$ cat config.mk
export PLATFORM = sky130hd
export DESIGN_NAME = spi_cmd_controller
export DESIGN_NICKNAME = d
export VERILOG_FILES = /design/src/rtl/spi_cmd_controller.sv
export SDC_FILE = /design/constraint.sdc
export NUM_CORES = 1
export LEC_CHECK = 0
export ABC_AREA = 0
export CAP_MARGIN = 40
export CORE_UTILIZATION = 59
export CTS_BUF_LIST = sky130_fd_sc_hd__clkbuf_16
export DETAILED_ROUTE_END_ITERATION = 6
export GPL_TIMING_DRIVEN = 0
export PLACE_DENSITY = 0.84
export SKIP_LAST_GASP = 1
export SLEW_MARGIN = 0
export SYNTH_ARGS = -nofsm -noshare
export SYNTH_HDL_FRONTEND = slang
export SYNTH_SLANG_ARGS = --single-unit
export TNS_END_PERCENT = 1
$ cat constraint.sdc
create_clock -name sys_clk -period 6.03 [get_ports sys_clk]
set_clock_uncertainty 0.1 [all_clocks]
set_input_delay 1.206 -clock sys_clk [delete_from_list [all_inputs] [get_ports sys_clk]]
set_output_delay 1.206 -clock sys_clk [all_outputs]
set_load 0.05 [all_outputs]
$ cat src/rtl/spi_cmd_controller.sv
// SPI command decoder and configuration sequencer.
// Turns each new MOSI word into a 4-bit opcode plus 12-bit data, stages
// gain/setpoint writes in shadow registers, commits them atomically and
// gates the controller enable through a link-loss watchdog.
module spi_cmd_controller #(
    parameter int WIDTH     = 16,
    parameter int WD_CYCLES = 1000000
) (
    input  logic             sys_clk,
    input  logic             sys_reset_n,
    input  logic [WIDTH-1:0] mosi_buffer,
    input  logic             mosi_buffer_valid,
    output logic [11:0]      setpoint,
    output logic [7:0]       kp,
    output logic [3:0]       kp_shift,
    output logic             ctrl_enable,
    output logic             cfg_update,
    output logic             cmd_error,
    output logic             wd_trip,
    output logic [7:0]       frame_count
);

    localparam int                WD_W   = (WD_CYCLES > 2) ? $clog2(WD_CYCLES) : 1;
    localparam bit                WD_EN  = (WD_CYCLES > 0);
    localparam logic [WD_W-1:0]   WD_MAX = (WD_CYCLES > 0) ? WD_W'(WD_CYCLES - 1) : '0;

    localparam logic [3:0] OP_NOP      = 4'h0;
    localparam logic [3:0] OP_SETPOINT = 4'h1;
    localparam logic [3:0] OP_KP       = 4'h2;
    localparam logic [3:0] OP_SHIFT    = 4'h3;
    localparam logic [3:0] OP_COMMIT   = 4'h4;
    localparam logic [3:0] OP_ENABLE   = 4'h5;
    localparam logic [3:0] OP_CLEAR    = 4'h6;

    typedef enum logic [1:0] {
        ST_IDLE,
        ST_DECODE,
        ST_EXEC
    } state_t;

    state_t            r_state;
    state_t            w_nextState;

    logic              r_sync1;
    logic              r_sync2;
    logic              r_prev;
    logic [1:0]        r_fill;
    logic              r_armed;
    logic              r_pending;
    logic [WIDTH-1:0]  r_cmd;
    logic [11:0]       r_shadowSetpoint;
    logic [7:0]        r_shadowKp;
    logic [3:0]        r_shadowShift;
    logic [WD_W-1:0]   r_wdCount;

    logic              w_edge;
    logic              w_apply;
    logic              w_dropErr;
    logic              w_wdExpire;
    logic [3:0]        w_opcode;
    logic [11:0]       w_data;

    // r_fill[1] marks the point where sync2 holds a genuinely sampled level,
    // so the reset value of the synchronizer can never arm edge detection.
    assign w_edge     = r_sync2 & ~r_prev & r_armed;
    assign w_apply    = (r_state == ST_DECODE);
    assign w_dropErr  = w_edge & r_pending;
    assign w_opcode   = r_cmd[15:12];
    assign w_data     = r_cmd[11:0];
    assign w_wdExpire = WD_EN && ctrl_enable && (r_wdCount == WD_MAX) && !w_apply;

    // Synchronize the valid level and arm edge detection once it is seen low.
    always_ff @(posedge sys_clk or negedge sys_reset_n) begin
        if (!sys_reset_n) begin
            r_sync1 <= 1'b0;
            r_sync2 <= 1'b0;
            r_prev  <= 1'b0;
            r_fill  <= 2'b00;
            r_armed <= 1'b0;
        end else begin
            r_sync1 <= mosi_buffer_valid;
            r_sync2 <= r_sync1;
            r_prev  <= r_sync2;
            r_fill  <= {r_fill[0], 1'b1};
            if (r_fill[1] && !r_sync2) begin
                r_armed <= 1'b1;
            end
        end
    end

    // FSM state register.
    always_ff @(posedge sys_clk or negedge sys_reset_n) begin
        if (!sys_reset_n) begin
            r_state <= ST_IDLE;
        end else begin
            r_state <= w_nextState;
        end
    end

    // Next-state logic: IDLE waits for a new or pending frame, then one
    // cycle each in DECODE (apply) and EXEC (commit pulse visible).
    always_comb begin
        w_nextState = r_state;
        case (r_state)
            ST_IDLE: begin
                if (w_edge || r_pending) begin
                    w_nextState = ST_DECODE;
                end
            end
            ST_DECODE: w_nextState = ST_EXEC;
            ST_EXEC:   w_nextState = ST_IDLE;
            default:   w_nextState = ST_IDLE;
        endcase
    end

    // Latch the command word on leaving IDLE and remember one edge seen while busy.
    always_ff @(posedge sys_clk or negedge sys_reset_n) begin
        if (!sys_reset_n) begin
            r_cmd     <= '0;
            r_pending <= 1'b0;
        end else if (r_state == ST_IDLE) begin
            if (w_edge || r_pending) begin
                r_cmd     <= mosi_buffer;
                r_pending <= 1'b0;
            end
        end else if (w_edge) begin
            r_pending <= 1'b1;
        end
    end

    // Apply the decoded command; otherwise let the watchdog trip the enable.
    always_ff @(posedge sys_clk or negedge sys_reset_n) begin
        if (!sys_reset_n) begin
            setpoint         <= '0;
            kp               <= '0;
            kp_shift         <= '0;
            ctrl_enable      <= 1'b0;
            cfg_update       <= 1'b0;
            cmd_error        <= 1'b0;
            wd_trip          <= 1'b0;
            frame_count      <= '0;
            r_shadowSetpoint <= '0;
            r_shadowKp       <= '0;
            r_shadowShift    <= '0;
        end else begin
            cfg_update <= 1'b0;
            if (w_apply) begin
                frame_count <= frame_count + 8'd1;
                case (w_opcode)
                    OP_NOP: begin
                    end
                    OP_SETPOINT: r_shadowSetpoint <= w_data;
                    OP_KP:       r_shadowKp       <= w_data[7:0];
                    OP_SHIFT:    r_shadowShift    <= w_data[3:0];
                    OP_COMMIT: begin
                        setpoint   <= r_shadowSetpoint;
                        kp         <= r_shadowKp;
                        kp_shift   <= r_shadowShift;
                        cfg_update <= 1'b1;
                    end
                    OP_ENABLE: begin
                        if (wd_trip && w_data[0]) begin
                            ctrl_enable <= 1'b0;
                            cmd_error   <= 1'b1;
                        end else begin
                            ctrl_enable <= w_data[0];
                        end
                    end
                    OP_CLEAR: begin
                        cmd_error <= 1'b0;
                        wd_trip   <= 1'b0;
                    end
                    default: cmd_error <= 1'b1;
                endcase
            end else if (w_wdExpire) begin
                ctrl_enable <= 1'b0;
                wd_trip     <= 1'b1;
            end
            if (w_dropErr) begin
                cmd_error <= 1'b1;
            end
        end
    end

    // Watchdog counter: cleared by every applied frame, otherwise saturating.
    always_ff @(posedge sys_clk or negedge sys_reset_n) begin
        if (!sys_reset_n) begin
            r_wdCount <= '0;
        end else if (w_apply) begin
            r_wdCount <= '0;
        end else if (r_wdCount != WD_MAX) begin
            r_wdCount <= r_wdCount + 1'b1;
        end
    end

endmodule

# After elaboration in Yosys (flattened, before gate mapping)
# Index checks and enable logic that the tools add are counted.
op_classes:
  add_sub_neg: 2
  n_eq_ne: 14
  mux: 20
  bitwise_logic: 4
  n_reduce_logical: 23
ops:
  columns: ["operator", "n"]
  rows:
  - ["20-bit two-way mux", 2]
  - ["20-bit by 1-bit adder with 20-bit output (second input constant)", 1]
  - ["20-bit == test (second input constant)", 1]
  - ["20-bit inequality test (second input constant)", 1]
  - ["2-bit AND reduction", 8]
  - ["1-bit two-way mux", 15]
  - ["4-bit by 3-bit == test with 1-bit output (second input constant)", 3]
  - ["8-bit by 1-bit adder with 8-bit output (second input constant)", 1]
  - ["4-bit by 2-bit == test with 1-bit output (second input constant)", 2]
  - ["2-bit nonzero test", 4]
  - ["2-bit by 1-bit inequality test with 1-bit output (second input constant)", 3]
  - ["5-bit OR reduction", 1]
  - ["4-bit by 1-bit == test with 1-bit output (second input constant)", 1]
  - ["1-bit logical AND", 4]
  - ["4-bit zero test", 1]
  - ["2-bit case mux with 2 select lines", 1]
  - ["1-bit AND", 3]
  - ["3-bit inequality test (second input constant)", 1]
  - ["1-bit case mux with 3 select lines", 1]
  - ["3-bit AND reduction", 1]
  - ["2-bit by 1-bit == test with 1-bit output (second input constant)", 1]
  - ["1-bit zero test", 2]
  - ["2-bit zero test", 1]
  - ["2-bit two-way mux", 1]
  - ["3 further kinds", 3]
totals:
  register_bits: 105
  input_bits: 19
  out_inout_bits: 36
  wordCells: 83

# Longest topological paths before layout
# Gate-level depths: netlist of run 1.
depth:
  word_depth: 6
  ltp_mapped: 6
  depth_no_buf: 5

# Least setup slack after synthesis of run 1
# OpenSTA, ideal clock, no wires.
synth_timing:
  kind: "flip-flop to flip-flop"
  startpoint: "register r_wdCount[11]"
  endpoint: "register r_wdCount[1]"
  setup_time_ns: 0.137
  arrival_ns: 1.732
  required_ns: 5.793
  setup_slack_ns: 4.062
  stages_incl_launch_ff: 6
  path_buffers: 1
  period_less_slack_ns: 1.968
  cell_sequence: "dfrtp_1 -> buf_4 -> or4_4 -> or4_1 -> o21ai_0 -> a21oi_1"
synth_between:
  elab_chain_len: 2
synth_rtl:
  columns: ["item", "line", "source"]
  rows:
  - ["from (decl)", "54", "logic [WD_W-1:0] r_wdCount;"]
  - ["from (signal assigned)", "192", "r_wdCount <= r_wdCount + 1'b1;"]
  - ["20-bit inequality test", "191", "end else if (r_wdCount != WD_MAX) begin"]
  - ["2-bit nonzero test (no source line)", null, null]
# Every way passes these cells.
# A chain may end at the register's enable or synchronous reset.

# Worst setup path in the final report of run 1
layout_timing:
  startpoint: "register frame_count[3]"
  endpoint: "output port frame_count[3]"
layout_lines:
  columns: ["item", "line", "source"]
  rows:
  - ["from (decl)", "20", "output logic [7:0] frame_count"]
  - ["from (signal assigned)", "148", "frame_count <= frame_count + 8'd1;"]
# No word-level cell between the ends.

==> out/metrics.yaml, run 1 <==
status:
  status: "complete, no violations"
sta:
  tns_ns: 0
  period_minus_slack_ns: 2.90
  finalHoldViolations: 0
  rsz0062_at_grt: "no"
  fin_ws_ns: 3.13
  fmax_mhz: 345
  finalSetupViolCount: 0
  tightest_slew_ns: 0.776
  max-slew-margin-rel_pct: 48.2
  slew_viol_final: 0
  period_share_pct: 48.1
  timing.hold.ws_ns: 0.256
synth:
  yosys.area.top_type_share_pct: 61.3
  syn_area_sq_um: 4280
  synth_edf_count: 0
  ys_seq_elements: 105
  netlist_instances: 330
  yosys.area.top_type: "dfrtp_1"
  synth_nets: 351
  synth_async_sr_flop_share_pct: 100
  synthTopCellsByArea: "dfrtp_1 (61%), mux2_2 (17%), xnor2_1 (2.5%)"
  avgSynthCellArea_sq_um: 13.0
  ys_warn_count: 0
  synth.most_common_cell: "dfrtp_1"
  synthDistinctLibCells: 40
  synth_common_cells: "dfrtp_1 (105), mux2_2 (65), nor2_1 (21)"
  synth_seq_area_share_pct: 61.3
  synthFlopType: "dfrtp_1"
worst_hold_path:
  hold_class: "register to register"
  holdCritStartpoint: "r_sync1$_DFF_PN0_"
detailed_routing:
  via_count: 2869
  vias_per_cell: 5.77
  drc: 0
  wl_um: 8340
  wl_per_cell_um: 16.8
  antenna_left: 0
  dr.first_iter.drc_count: 154
  dr.pass1.iters: 5
floorplanning:
  ioPinCount: 55
  die_area_sq_um: 7610
  die_w_um: 87.2
  fp.dieH_um: 87.2
  row_count: 30
  core_sq_um: 6910
  start_util_pct: 62.0
power_and_ir_drop:
  power.leakage_nw: 2.36
  peakVddDrop_uv: 336
  p_per_area_nw_per_um2: 499
global_routing:
  antenna_found_initial: 0
  grt_pass1_wl_um: 13700
  grt_overflow: 0
  grt_pass1_vias: 2867
  grt_max_degree: 63
  grt_usage_pct: 23.9
clock_network:
  cts_tree: "built"
  cts.sinks: 105
  clk_pin_slew_worst_paths_ns: 0.07
  htreeDepth: 3
  cts.repair.resized: 0
  cts_max_path_buffers: 2
  post_cts_buffers: 0
  cts-root-buf: "clkbuf_16"
  holdBufCountCts: 0
  cts_buffers: 9
  insertion_delay_ns: 0.34
setup_path:
  crit_chain: "clkdlybuf4s50_1"
  cp_slowest_cell: "clkdlybuf4s50_1"
  crit_path_end_kind: "output pin"
  arrival_ns: 1.59
  r2r_start: "r_sync2$_DFF_PN0_"
  cp.required_ns: 4.72
  worstSetupPathType: "register to output pin"
  cp-start-kind: "register"
  regToRegSetupSlack_ns: 3.73
  path_buf_inv: 1
  crit_start: "frame_count[3]$_DFFE_PN0N_"
  crit_family: "buffers and inverters"
  cpPeakStageDelay_ns: 0.83
  critPathMaxFanout: 5
placed_design:
  dp_hpwl_um: 5610
  place.gp.congestion: 0.817
  dp_slack_ns: 3.49
  io_buffers: 54
  placed_area_sq_um: 4960
  placed_cells: 481
layout:
  syn2layout_area_growth_pct: 23.5
  design_area_sq_um: 5290
  drive_gt1_share_pct: 22.7
  diodes: 0
  nets: 417
  fin_cells: 497
  fillers: 446
run:
  cap_violations: 0
-- layer usage --
metal	GRT usage, %	routed length, um	vias to the layer above	part of all wire [%]
met5	0	0	-	0
met4	11.0	184	0	2.2
met3	3.79	322	17	3.9
met2	39.5	4170	84	50
met1	31.3	3660	1454	44
li1	-	-	1314	-
-- metrics by stage --
stage	power, W	util (%)
4_1_cts	0.00265	76.6
6_report	0.00264	76.6
3_3_place_gp	0.00197	71.6
3_5_place_dp	0.00202	71.8
2_1_floorplan	0.00170	-
5_1_grt	0.00277	76.6
-- cells by family after synthesis --
family | after synthesis | synth area share, %
flip-flops | 105 | 61.3
AND/OR/NAND/NOR | 94 | 11.9
multiplexers | 65 | 17.1
AO/OA/AOI/OAI | 29 | 4.12
buffers and inverters | 19 | 1.87
XOR/XNOR | 15 | 3.07
adder cells (fa/ha/maj) | 2 | 0.584
other | 1 | 0.0875
-- layout make-up --
class                   count  area [sq um]  share of cell area [%]
inverters                   7          26.3                   0.497
well taps                  96           120                    2.27
plain buffers              12          53.8                    1.02
clock buffers               9           225                    4.26
flip-flops and latches    105          2630                    49.7
clock inverters             7           101                    1.92
repair buffers             55           558                    10.6
multi-input cells         206          1580                    29.8
-- flip-flops by register name (all words and copies together), names as in the netlist, 4 cells and up --
signal / flops
frame_count: 8
r_shadowShift: 4
r_wdCount: 20
kp_shift: 4
r_cmd: 16
r_shadowKp: 8
kp: 8
r_shadowSetpoint: 12
setpoint: 12
-- path summary, 6_finish.rpt --
kind / end / cells after the start
worst max-delay path: frame_count[3] / 1
worst min-delay path: r_sync2$_DFF_PN0_ / 0
worst max register to register: r_cmd[14]$_DFFE_PN0P_ / 5
worst min register to register: r_sync2$_DFF_PN0_ / 0
max in group asynchronous: r_sync2$_DFF_PN0_ / 2
min in group asynchronous: kp_shift[1]$_DFFE_PN0P_ / 1
-- where the power goes --
group / leakage [nW] / internal [W] / total (W) / switching, W
Clock: 0.160 / 0.000368 / 0.000632 / 0.000263
Sequential: 1.37 / 0.000939 / 0.00111 / 0.000170
Combinational: 0.832 / 0.000374 / 0.000897 / 0.000523
-- cells in the final DEF (no fill, tap or decap), types with 3 or more instances in the layout --
cell type and instances:
nand4_1 10, nand3_1 12, a21oi_1 7, nor4_1 7, nor2_1 21, clkbuf_16 9, clkbuf_1 7, mux2_2 65
a31oi_1 3, xor2_1 3, o21ai_0 8, clkdlybuf4s50_1 53, or4_1 3, nand2_1 17, nor3_1 3, a211oi_1 3
nor3b_1 3, inv_1 6, xnor2_1 12, dfrtp_1 105, and3_1 6, buf_4 3
(Power assumes the default switching activity.)
==> run 2: changes to the inputs <==
- CORE_UTILIZATION: 59 -> 55
- PLACE_DENSITY: 0.84 -> 0.79
- clock period: 6.03 -> 3 ns (I/O delays scaled with it)
==> out/metrics.yaml, run 2 (synthesized netlist as in run 1, its figures left out) <==
status:
  status: "complete, no violations"
sta:
  rsz0062_at_grt: "no"
  tns_ns: 0
  tightest_slew_ns: 0.797
  finalHoldViolations: 0
  finalSetupViolCount: 0
  timing.hold.ws_ns: 0.181
  period_share_pct: 76.6
  period_minus_slack_ns: 2.30
  max-slew-margin-rel_pct: 46.5
  fmax_mhz: 435
  slew_viol_final: 0
  fin_ws_ns: 0.702
clock_network:
  cts.sinks: 105
  insertion_delay_ns: 0.33
  post_cts_buffers: 0
  htreeDepth: 3
  cts_max_path_buffers: 2
  cts_tree: "built"
  cts-root-buf: "clkbuf_16"
  clk_pin_slew_worst_paths_ns: 0.07
  holdBufCountCts: 0
  cts.repair.resized: 0
  cts_buffers: 9
detailed_routing:
  drc: 0
  wl_um: 8010
  dr.pass1.iters: 6
  antenna_left: 0
  dr.first_iter.drc_count: 109
  vias_per_cell: 5.60
  wl_per_cell_um: 16.0
  via_count: 2798
floorplanning:
  die_w_um: 90.3
  fp.dieH_um: 90.3
  core_sq_um: 7410
  start_util_pct: 57.8
  row_count: 31
  ioPinCount: 55
  die_area_sq_um: 8150
setup_path:
  arrival_ns: 1.60
  critPathCapture: "frame_count[0]"
  cp-start-kind: "register"
  cp.required_ns: 2.30
  worstSetupPathType: "register to output pin"
  regToRegSetupSlack_ns: 0.71
  path_buf_inv: 1
  cpPeakStageDelay_ns: 0.84
  cp_slowest_cell: "clkdlybuf4s50_1"
  critPathMaxFanout: 4
  crit_path_end_kind: "output pin"
  r2r_end: "r_cmd[4]$_DFFE_PN0P_"
  crit_family: "buffers and inverters"
  crit_chain: "clkdlybuf4s50_1"
  cp.depth: 1
  reg2reg_depth: 5
  r2r_start: "r_sync2$_DFF_PN0_"
  crit_start: "frame_count[0]$_DFFE_PN0N_"
placed_design:
  dp_slack_ns: 0.696
  io_buffers: 54
  placed_area_sq_um: 4970
  place.gp.congestion: 0.866
  dp_hpwl_um: 5270
layout:
  top_register: "r_wdCount"
  final_cell_mix: "dfrtp_1 (105), mux2_2 (65), clkdlybuf4s50_1 (53), nor2_1 (21), nand2_1 (17)"
  seq_area_sq_um: 2630
  nets: 417
  diodes: 0
  mostFrequentLayoutCell: "dfrtp_1"
  top_regs: "r_wdCount (20), r_cmd (16)"
  largest_reg_flops: 20
  fillers: 506
  design_area_sq_um: 5280
  syn2layout_area_growth_pct: 23.2
  multi_input_area_sq_um: 1580
  drive_gt1_share_pct: 22.7
global_routing:
  grt_overflow: 0
  grt_pass1_vias: 2813
  grt_max_degree: 59
  grt_usage_pct: 21.4
  antenna_found_initial: 0
  grt_pass1_wl_um: 13800
power_and_ir_drop:
  power.leakage_nw: 2.35
  p_per_area_nw_per_um2: 982
  peakVddDrop_uv: 453
worst_hold_path:
  hold_class: "primary input to asynchronous set/reset pin"
run:
  cap_violations: 0
[run 2: cell count changes in the layout (fill, tap and decap cells not counted), sizes merged]
| cell | change |
|---|---|
| clkinv | +1 |
| inv | -1 |
| clkinvlp | +1 |
| bufinv | -1 |
[run 2: worst min-delay path by stage]
stage	endpoint	slack (ns)	cells after the start
floorplan	cfg_update$_DFF_PN0_	0.20	0
global placement	r_fill[1]$_DFF_PN0_	0.23	0
detailed placement	r_sync2$_DFF_PN0_	0.25	0
CTS	r_shadowKp[2]$_DFFE_PN0P_	0.20	1
global route	kp_shift[2]$_DFFE_PN0P_	0.23	1
finish	r_shadowKp[2]$_DFFE_PN0P_	0.18	1
[run 2: stage by stage]
step	instances	total power (W)	util, %
detailed placement	484	0.00403	67.1
global route	500	0.00543	71.2
finish	500	0.00518	71.2
global placement	483	0.00396	66.8
floorplan	330	0.00342	-
CTS	500	0.00522	71.2
[run 2: cell type report]
class,count,share of cell area (%)
Sequential cell,105,49.8
Multi-Input combinational cell,206,29.9
Timing Repair Buffer,55,10.7
Clock buffer,9,4.27
Tap cell,99,2.35
Clock inverter,7,1.49
Buffer,12,1.02
Inverter,7,0.498
[run 2: layer usage]
metal	GRT usage, %	vias to the layer above	routed length, um	part of all wire, %
li1	-	1315	-	-
met1	29.3	1412	3800	47
met2	35.2	60	3900	49
met3	2.86	11	216	2.7
met4	7.93	0	92	1.1
met5	0	-	0	0
[run 2: worst reg2reg max path, cell delays in order (launching register included)]
cell,delay (ns)
dfrtp_1,0.40
nand2_1,0.06
nor2_1,0.06
o21ai_1,0.63
clkbuf_1,0.53
mux2_2,0.40
[run 2: power breakdown]
group          switching (W)  internal (W)  total [W]
registers           0.000336       0.00189    0.00222
logic                0.00103      0.000753    0.00179
clock network       0.000521      0.000654    0.00118
